## src/rtl/esn_rdout_pkg.sv

```systemverilog
// esn_rdout_pkg: stream tag codes, dump header magic and transmitter FSM states
// shared by the readout stream transmitter and its FIFO.
package esn_rdout_pkg;

    localparam logic [1:0] TAG_EST = 2'b00;
    localparam logic [1:0] TAG_HDR = 2'b01;
    localparam logic [1:0] TAG_W   = 2'b10;
    localparam logic [1:0] TAG_CK  = 2'b11;

    localparam logic [7:0] HDR_MAGIC = 8'hA5;

    typedef enum logic [2:0] {
        ST_IDLE,
        ST_EST,
        ST_DUMP_HDR,
        ST_DUMP_W,
        ST_DUMP_CK
    } state_t;

endpackage

```

## src/rtl/rdout_stream_tx_if.sv

```systemverilog
// rdout_stream_tx_if: tagged 32-bit valid/ready stream from the readout transmitter
// towards the host link.
interface rdout_stream_tx_if #(
    parameter int DW = 32,
    parameter int AW = 6
);
    logic [DW-1:0] m_data;
    logic [AW-1:0] m_addr;
    logic [1:0]    m_tag;
    logic          m_last;
    logic          m_valid;
    logic          m_ready;

    modport master (output m_data, m_addr, m_tag, m_last, m_valid, input m_ready);
    modport slave  (input m_data, m_addr, m_tag, m_last, m_valid, output m_ready);
endinterface

```

## src/rtl/rdout_tx_fifo.sv

```systemverilog
// rdout_tx_fifo: synchronous FIFO with full/empty/level; a push on a full FIFO is
// accepted when a pop happens in the same cycle.
module rdout_tx_fifo #(
    parameter int W     = 38,
    parameter int DEPTH = 8,
    parameter int PW    = $clog2(DEPTH),
    parameter int LW    = $clog2(DEPTH) + 1
) (
    input  logic          clk,
    input  logic          rst_N,
    input  logic          push,
    input  logic [W-1:0]  wdata,
    input  logic          pop,
    output logic [W-1:0]  rdata,
    output logic          full,
    output logic          empty,
    output logic [LW-1:0] level
);
    logic [W-1:0]  mem [DEPTH];
    logic [PW-1:0] wr_ptr, rd_ptr;
    logic [LW-1:0] count;
    logic          push_ok, pop_ok;

    assign full    = (count == LW'(DEPTH));
    assign empty   = (count == '0);
    assign level   = count;
    assign rdata   = mem[rd_ptr];
    assign pop_ok  = pop && !empty;
    assign push_ok = push && (!full || pop_ok);

    // NOTE: sequential state uses non-blocking assignments so every register
    // samples pre-edge values regardless of block ordering.
    always_ff @(posedge clk) begin
        if (!rst_N) begin
            wr_ptr <= '0;
            rd_ptr <= '0;
            count  <= '0;
        end else begin
            if (push_ok) wr_ptr <= wr_ptr + PW'(1);
            if (pop_ok)  rd_ptr <= rd_ptr + PW'(1);
            count <= count + LW'(push_ok) - LW'(pop_ok);
        end
    end

    // NOTE: storage is deliberately not reset; the pointers alone define validity,
    // and leaving the array reset-free lets it map onto plain RAM/flops.
    always_ff @(posedge clk) begin
        if (push_ok) mem[wr_ptr] <= wdata;
    end

endmodule

```

## src/rtl/rdout_stream_tx.sv

```systemverilog
// rdout_stream_tx: buffers readout estimates and snapshots weight dumps onto one tagged
// valid/ready stream. Define RDOUT_TX_CKSUM_EN to append an XOR checksum word to dumps.
module rdout_stream_tx
    import esn_rdout_pkg::*;
#(
    parameter int N_W        = 8,
    parameter int DW         = 32,
    parameter int AW         = 6,
    parameter int FIFO_DEPTH = 8
) (
    input  logic                clk,
    input  logic                rst_N,
    input  logic                ce,
    input  logic                data_valid,
    input  logic [DW-1:0]       est,
    input  logic [AW-1:0]       addr,
    input  logic [N_W*DW-1:0]   W_out,
    input  logic                dump_req,
    rdout_stream_tx_if.master   m,
    output logic                busy,
    output logic                overflow
);
    localparam int IW = (N_W > 1) ? $clog2(N_W) : 1;
    localparam int LW = $clog2(FIFO_DEPTH) + 1;

    state_t              state, state_nxt;
    logic                pending, snap;
    logic [AW-1:0]       last_addr, shadow_addr;
    logic [N_W*DW-1:0]   shadow_w;
    logic [IW-1:0]       w_idx;
    logic                w_last;

    logic                push_req, fifo_push, fifo_pop, fifo_full, fifo_empty;
    logic [AW+DW-1:0]    fifo_rdata;
    logic [LW-1:0]       fifo_level;

    assign push_req  = data_valid && ce;
    assign fifo_pop  = (state == ST_EST) && m.m_ready;
    assign fifo_push = push_req && (!fifo_full || fifo_pop);
    assign w_last    = (w_idx == IW'(N_W - 1));
    assign busy      = (state != ST_IDLE);

    rdout_tx_fifo #(.W(AW + DW), .DEPTH(FIFO_DEPTH)) u_fifo (
        .clk   (clk),
        .rst_N (rst_N),
        .push  (fifo_push),
        .wdata ({addr, est}),
        .pop   (fifo_pop),
        .rdata (fifo_rdata),
        .full  (fifo_full),
        .empty (fifo_empty),
        .level (fifo_level)
    );

    always_comb begin
        assert (fifo_empty == (fifo_level == '0));
    end

`ifdef RDOUT_TX_CKSUM_EN
    logic [DW-1:0] cksum;
    always_comb begin
        cksum = '0;
        for (int k = 0; k < N_W; k++) cksum = cksum ^ shadow_w[k*DW +: DW];
    end
`endif

    // NOTE: every output of this block gets a default first, so no path can
    // leave a signal unassigned and infer a latch.
    always_comb begin
        state_nxt = state;
        snap      = 1'b0;
        m.m_valid = 1'b0;
        m.m_data  = '0;
        m.m_addr  = '0;
        m.m_tag   = TAG_EST;
        m.m_last  = 1'b0;
        case (state)
            ST_IDLE: begin
                if (pending) begin
                    snap      = 1'b1;
                    state_nxt = ST_DUMP_HDR;
                end else if (!fifo_empty) begin
                    state_nxt = ST_EST;
                end
            end
            ST_EST: begin
                m.m_valid = 1'b1;
                m.m_data  = fifo_rdata[DW-1:0];
                m.m_addr  = fifo_rdata[AW+DW-1:DW];
                m.m_last  = 1'b1;
                if (m.m_ready) state_nxt = ST_IDLE;
            end
            ST_DUMP_HDR: begin
                m.m_valid = 1'b1;
                m.m_data  = DW'({HDR_MAGIC, 8'(N_W), 16'h0});
                m.m_addr  = shadow_addr;
                m.m_tag   = TAG_HDR;
                if (m.m_ready) state_nxt = ST_DUMP_W;
            end
            ST_DUMP_W: begin
                m.m_valid = 1'b1;
                m.m_data  = shadow_w[w_idx*DW +: DW];
                m.m_tag   = TAG_W;
`ifdef RDOUT_TX_CKSUM_EN
                if (m.m_ready && w_last) state_nxt = ST_DUMP_CK;
`else
                m.m_last  = w_last;
                if (m.m_ready && w_last) state_nxt = ST_IDLE;
`endif
            end
`ifdef RDOUT_TX_CKSUM_EN
            ST_DUMP_CK: begin
                m.m_valid = 1'b1;
                m.m_data  = cksum;
                m.m_tag   = TAG_CK;
                m.m_last  = 1'b1;
                if (m.m_ready) state_nxt = ST_IDLE;
            end
`endif
            default: state_nxt = ST_IDLE;
        endcase
    end

    always_ff @(posedge clk) begin
        if (!rst_N) begin
            state       <= ST_IDLE;
            pending     <= 1'b0;
            overflow    <= 1'b0;
            last_addr   <= '0;
            shadow_addr <= '0;
            w_idx       <= '0;
        end else begin
            state   <= state_nxt;
            // A request arriving on the snapshot cycle stays pending for the next frame.
            pending <= dump_req || (pending && !snap);
            if (push_req && !fifo_push) overflow <= 1'b1;
            if (fifo_push) last_addr <= addr;
            if (snap) shadow_addr <= last_addr;
            if (state == ST_DUMP_W && m.m_ready) w_idx <= w_last ? '0 : w_idx + IW'(1);
        end
    end

    // Weight shadow is pure data: only read while a dump frame is in flight.
    always_ff @(posedge clk) begin
        if (snap) shadow_w <= W_out;
    end

endmodule

```

## src/flat_wrapper.sv

```systemverilog
// flat-port wrapper written by rule: the top's interface ports become plain ports
module rdout_stream_tx_flat import esn_rdout_pkg::*;
#(
    parameter int N_W        = 8,
    parameter int DW         = 32,
    parameter int AW         = 6,
    parameter int FIFO_DEPTH = 8
)
  (clk, rst_N, ce, data_valid, est, addr, W_out, dump_req, busy, overflow, m_m_data, m_m_addr, m_m_tag, m_m_last, m_m_valid, m_m_ready);
  rdout_stream_tx_if #(.DW(DW), .AW(AW)) m_i ();
  input  logic clk;
  input  logic rst_N;
  input  logic ce;
  input  logic data_valid;
  input  logic [DW-1:0] est;
  input  logic [AW-1:0] addr;
  input  logic [N_W*DW-1:0] W_out;
  input  logic dump_req;
  output logic busy;
  output logic overflow;
  output wire logic [$bits(m_i.m_data)-1:0] m_m_data;
  output wire logic [$bits(m_i.m_addr)-1:0] m_m_addr;
  output wire logic [$bits(m_i.m_tag)-1:0] m_m_tag;
  output wire logic [$bits(m_i.m_last)-1:0] m_m_last;
  output wire logic [$bits(m_i.m_valid)-1:0] m_m_valid;
  input wire logic [$bits(m_i.m_ready)-1:0] m_m_ready;
  assign m_m_data = m_i.m_data;
  assign m_m_addr = m_i.m_addr;
  assign m_m_tag = m_i.m_tag;
  assign m_m_last = m_i.m_last;
  assign m_m_valid = m_i.m_valid;
  assign m_i.m_ready = m_m_ready;
  rdout_stream_tx #(.N_W(N_W), .DW(DW), .AW(AW), .FIFO_DEPTH(FIFO_DEPTH)) u_core (.clk(clk), .rst_N(rst_N), .ce(ce), .data_valid(data_valid), .est(est), .addr(addr), .W_out(W_out), .dump_req(dump_req), .m(m_i), .busy(busy), .overflow(overflow));
endmodule
```

## config.mk

```make
export PLATFORM = sky130hd
export DESIGN_NAME = rdout_stream_tx_flat
export DESIGN_NICKNAME = d
export VERILOG_FILES = /design/src/rtl/esn_rdout_pkg.sv /design/src/rtl/rdout_stream_tx_if.sv /design/src/rtl/rdout_tx_fifo.sv /design/src/rtl/rdout_stream_tx.sv /design/src/flat_wrapper.sv
export SDC_FILE = /design/constraint.sdc
export NUM_CORES = 1
export LEC_CHECK = 0
export BUFFER_PORTS_ARGS = -buffer_cell sky130_fd_sc_hd__buf_2
export CORE_ASPECT_RATIO = 1.2
export CORE_MARGIN = 5
export CORE_UTILIZATION = 61
export DETAILED_ROUTE_END_ITERATION = 7
export GPL_ROUTABILITY_DRIVEN = 0
export HOLD_SLACK_MARGIN = 0.02
export PLACE_DENSITY = 0.85
export SYNTH_ARGS = -nofsm -noshare
export SYNTH_HDL_FRONTEND = slang
export SYNTH_SLANG_ARGS = --single-unit
```

## constraint.sdc

```tcl
create_clock -name clk -period 15.35 [get_ports clk]
set_clock_uncertainty 0.15 [all_clocks]
set_input_delay 1.535 -clock clk [delete_from_list [all_inputs] [get_ports clk]]
set_output_delay 1.535 -clock clk [all_outputs]
set_load 0.02 [all_outputs]
```

Word-level counts from Yosys, hierarchy flattened
Memory sizes are Yosys's and may differ from the RTL's. A register that Yosys moved wholly into a read port is not among the register bits.
Cells that the tools add are included.

word-level totals
  flip-flop bits (word level) = 286
  RAM bits = 304
  output and inout port bits = 44
  word-level logic and storage cells = 65
  memories = 1

cells by class
  add/sub/neg operators = 5
  equal/unequal tests = 9
  shift operators = 1
  muxes and demuxes = 18
  reduce and logical (&&, ||, !) cells = 21

memories
  memory             words  bits a word  read ports  clocked after memory_dff  write ports  line                 source
  u_core.u_fifo.mem  8      38           1           1                         1            rdout_tx_fifo.sv:19  logic [W-1:0] mem [DEPTH];

operators by type and width
  cell                                                                      count
  256-bit by 9-bit indexed part select with 32-bit output                   1
  32-bit case mux with 3 select lines                                       1
  3-bit 2-to-1 mux                                                          8
  3-bit case mux with 4 select lines                                        1
  6-bit case mux with 2 select lines                                        1
  3-bit by 1-bit adder with 3-bit output (second input constant)            3
  1-bit logical AND                                                         9
  3-bit by 2-bit == test with 1-bit output (second input constant)          2
  1-bit 2-to-1 mux                                                          5
  4-bit by 1-bit adder with 4-bit output                                    1
  4-bit == test (second input constant)                                     1
  1-bit zero test                                                           4
  4-bit zero test                                                           1
  2-bit inequality test (second input constant)                             2
  2-bit case mux with 2 select lines                                        1
  4-bit AND reduction                                                       1
  4-bit by 1-bit subtractor with 4-bit output                               1
  3-bit by 1-bit == test with 1-bit output (second input constant)          1
  3-bit == test (second input constant)                                     1
  3-bit zero test                                                           1
  1-bit logical OR                                                          3
  3-bit by 2-bit inequality test with 1-bit output (second input constant)  1
  3-bit nonzero test                                                        1
  3-bit OR reduction                                                        1
  2 further kinds                                                           2

Longest topological paths before layout
  depth in word-level cells = 7
  gate-level depth with buffers = 12

Hierarchy
A second synthesis with hierarchy kept.

unflattened totals
  cell total of the unflattened synthesis = 1,179
  area, all modules = 23,415.0 um2

by module, submodules not included
  module           instances  cells an instance  area an instance (um2)  seq. area each (um2)
  rdout_tx_fifo    1          532                12,167.9                9,389.0
  rdout_stream_tx  1          647                11,247.0                8,067.7

Worst setup path after synthesis
OpenSTA, ideal clock, no wires.

  kind = register to register
  start = reg u_core.state[0]
  end = reg u_core.shadow_w[0] (enable)
  setup time = 2.197 ns
  arrival time = 5.550 ns
  data required time = 13.003 ns
  slack = 7.452 ns
  stages on the path, launching flop included = 5
  buffers on the path = 0
  clock period less this slack = 7.898 ns
  path through = dfxtp_1 -> inv_1 -> ha_1 -> nand2_1 -> clkinv_1

on the way
  cells in the longest elaborated chain, start to end = 2

RTL lines
  what                      line                    source
  start: declaration        rdout_stream_tx.sv:26   state_t state, state_nxt;
  start signal: assignment  rdout_stream_tx.sv:133  state <= state_nxt;
  3-bit zero test           rdout_stream_tx.sv:77   case (state)
  1-bit 2-to-1 mux          rdout_stream_tx.sv:77
  net u_core.snap           rdout_stream_tx.sv:27   logic pending, snap;
  end signal: assignment    rdout_stream_tx.sv:145  if (snap) shadow_w <= W_out;
  end: declaration          rdout_stream_tx.sv:29   logic [N_W*DW-1:0] shadow_w;

The timed path passes the listed nets, and every way through them passes these cells.
A chain may end at the register's enable or synchronous reset.

==> metrics.cfg <==
[synth]
yosysUniqueCellTypes=46
synth_nets=1458
post-synth-top-area-cell=sky130_fd_sc_hd__edfxtp_1
synthArstFlopShare_pct=0
ys_seq_area_share_pct=75.6
biggest_area_contributors_in_the_synthesized_netlist=sky130_fd_sc_hd__edfxtp_1, sky130_fd_sc_hd__mux4_2, sky130_fd_sc_hd__mux2i_1
dominantRegCellSynth=sky130_fd_sc_hd__edfxtp_1
synth_compound_gate_area_share_pct=3.82
avgSynthCellArea_um2=20.2
combinational_family_with_the_most_area_after_synthesis=multiplexers
mapped_cells=1142
synth_simple_gate_area_share_pct=2.43
synth_edf_count=560
synth_xor_xnor_area_share_pct=0.152
netlist.area_leader.share_pct=72.8
yosys_warnings=0
synth.cell_area_um2=23100
yosys-mux-area-fraction_pct=15.5
adder_and_majority_cell_fraction_of_the_synthesized_area_pct=0.899
synth_seq_cells=592

[cts]
insertion_delay_ns=0.58
cts_hold_repair.buffers=0
clk_pin_slew_ns=0.06
cts_inserted_buffers=54
post_cts_resized=0
htree_num_levels=2
cts_setup_buffers=0
tritoncts=yes
cts.sinks=592
ctsLongestPathBuffers=3
ctsRootBufferMaster=sky130_fd_sc_hd__clkbuf_16

[worst_setup_path]
worst-endpoint-required_ns=13.67
crit_path_max_fanout=68
critPathArrivalTime_ns=3.74
critPathCaptureType=primary output
crit_path_start_kind=register
critical_path_class=register to primary output

[sta]
maxClockFrequency_ghz=0.184
slew_viol_final=0
worst_slack_ns=9.92
finalHoldViolations=0
fin_crit_sh_pct=35.4
totalNegativeSetupSlack_ns=0
min_period_ns=5.43
timing.hold.ws_ns=0.298
rsz0062_at_grt=false
worst_pin_slew_ns=1.04
max_slew_margin_pct=30.8
setup_viol=0

[die]
core_region_area_um2=37700
die_area_um2=41900
die_height_um=223
num_io_pins=344
floorplan.initialDensity_pct=61.3
die_span_x_um=188
placement_rows=78

[route]
final_antenna_net_count=0
drc=0
detail_route.wl_per_cell_um=25.1
drt_first_iter_violations=947
via_per_inst=6.06
drt-pass1-iter-count=5
routed_wirelength_um=51100
routed-via-count=12300

[global_route]
grt_antenna_before_repair=12
globalRoute.totalOverflow=0
grt_pass1_vias=13100
grt_pass1_wl_um=77100
grt_start_max_net_pins=108
grtUsageTotal_pct=24.3

[layout]
layout.nets=1816
flow.area_growth_from_synthesis_pct=17.3
final_layout_size_suffix_gt1_share_pct=37.5

[flow_run]
timing.max_cap.violations=0

[pwr]
power.density_nw_per_um2=140
vdd_ir_drop_max_mv=0.108
leakage_nw=9.16

[placement]
portBuffers=343
dp_worst_setup_slack_ns=10.47
dp_hpwl_um=32000

[min_path]
hold_crit_class=register to register

[status]
result_of_the_run=completed

==> critical path: stages, from the launching register on <==
cell	delay [ns]
sky130_fd_sc_hd__dfxtp_4	0.92
sky130_fd_sc_hd__buf_4	0.82
sky130_fd_sc_hd__mux2_2	0.44
sky130_fd_sc_hd__a221o_1	0.33
sky130_fd_sc_hd__o22ai_1	0.18
sky130_fd_sc_hd__o32ai_1	0.11
sky130_fd_sc_hd__buf_2	0.20
==> Yosys cell counts, drive strengths merged, types with 3 or more instances <==
library cell,count
xnor2,3
nand2,40
o22ai,22
nor2,28
inv,9
nand2b,11
o21a,6
a32o,5
dfxtp,32
mux4,108
nor3,4
a21oi,19
ha,15
buf,37
mux2,17
o211a,6
edfxtp,560
nand3,11
a22oi,5
nor2b,17
o21ai,13
mux2i,93
o211ai,6
a221o,6
a211oi,6
a21boi,6
o32ai,11
and2,4
clkbuf,22
a31oi,6
a21o,3
==> registers in the layout (all words and copies together), names as in the netlist, named ones only <==
signal / count
u_core.u_fifo.level: 4
u_core.overflow: 1
u_core.u_fifo.mem: 304
u_core.pending: 1
u_core.state: 2
u_core.u_fifo.rd_ptr: 3
u_core.shadow_w: 256
u_core.w_idx: 3
u_core.shadow_addr: 6
u_core.u_fifo.wr_ptr: 3
u_core.last_addr: 6
==> stage by stage <==
| stage | power, mW | area (µm²) | std cells | util, % |
|---|---|---|---|---|
| after floorplan | 2.34 | 23100 | 1142 | - |
| after detailed placement | 2.49 | 25300 | 1924 | 67.1 |
| after CTS | 3.83 | 27100 | 2025 | 71.9 |
| after global routing | 3.95 | 27100 | 2030 | 71.9 |
| final | 3.81 | 27100 | 2035 | 72.0 |
| after global placement | 2.47 | 25300 | 1924 | 67.1 |
==> cell type report <==
class                   instances  area (µm²)
clock inverters                34         357
diodes                         10        25.0
inverters                      11        48.8
fillers                      2199       10600
clock buffers                  67        1430
repair buffers                361        1850
multi-input cells             480        5320
flip-flops and latches        592       17500
well taps                     480         601
==> path summary, 6_finish.rpt <==
kind / slack (ns) / startpoint / cells after the start / endpoint
worst min-delay path: 0.30 / u_core.last_addr[1] / 2 / u_core.shadow_addr[1]
worst max-delay path: 9.92 / register / 6 / m_m_data[11]
worst max register to register: 11.34 / u_core.state[1] / 6 / u_core.shadow_w[244]
worst min register to register: 0.30 / u_core.last_addr[1] / 2 / u_core.shadow_addr[1]
==> logic make-up (layout without fill, tap and decap cells) <==
logic type,after synthesis,count (layout)
multiplexers,218,218
XOR/XNOR,4,4
buffers and inverters,70,473
flip-flops,592,592
adder cells (fa/ha/maj),16,16
other,0,10
AO/OA/AOI/OAI,123,123
AND/OR/NAND/NOR,119,119
==> cell usage in the layout, fill, tap and decap left out, drive strengths merged, types with 19 or more instances in the layout <==
cell / Yosys / layout
mux2i: 93 / 93
mux4: 108 / 108
clkbuf: 22 / 67
nand2: 40 / 40
o22ai: 22 / 22
edfxtp: 560 / 560
nor2: 28 / 28
clkinv: 2 / 25
buf: 37 / 361
dfxtp: 32 / 32
a21oi: 19 / 19
==> metal layers <==
layer | GRT usage (%) | wire (µm) | vias up
met1 | 30.6 | 18800 | 6245
met3 | 5.31 | 3970 | 92
met2 | 42.3 | 26700 | 576
met4 | 8.22 | 1560 | 6
li1 | - | - | 5420
met5 | 0 | 28 | -
==> report_power, final <==
group | total [mW] | leakage (nW) | internal, mW | switching (mW)
clock network | 1.35 | 0.874 | 0.794 | 0.557
registers | 1.97 | 5.38 | 1.92 | 0.0493
logic | 0.487 | 2.91 | 0.192 | 0.295
Power figures use the tool's default switching activity.
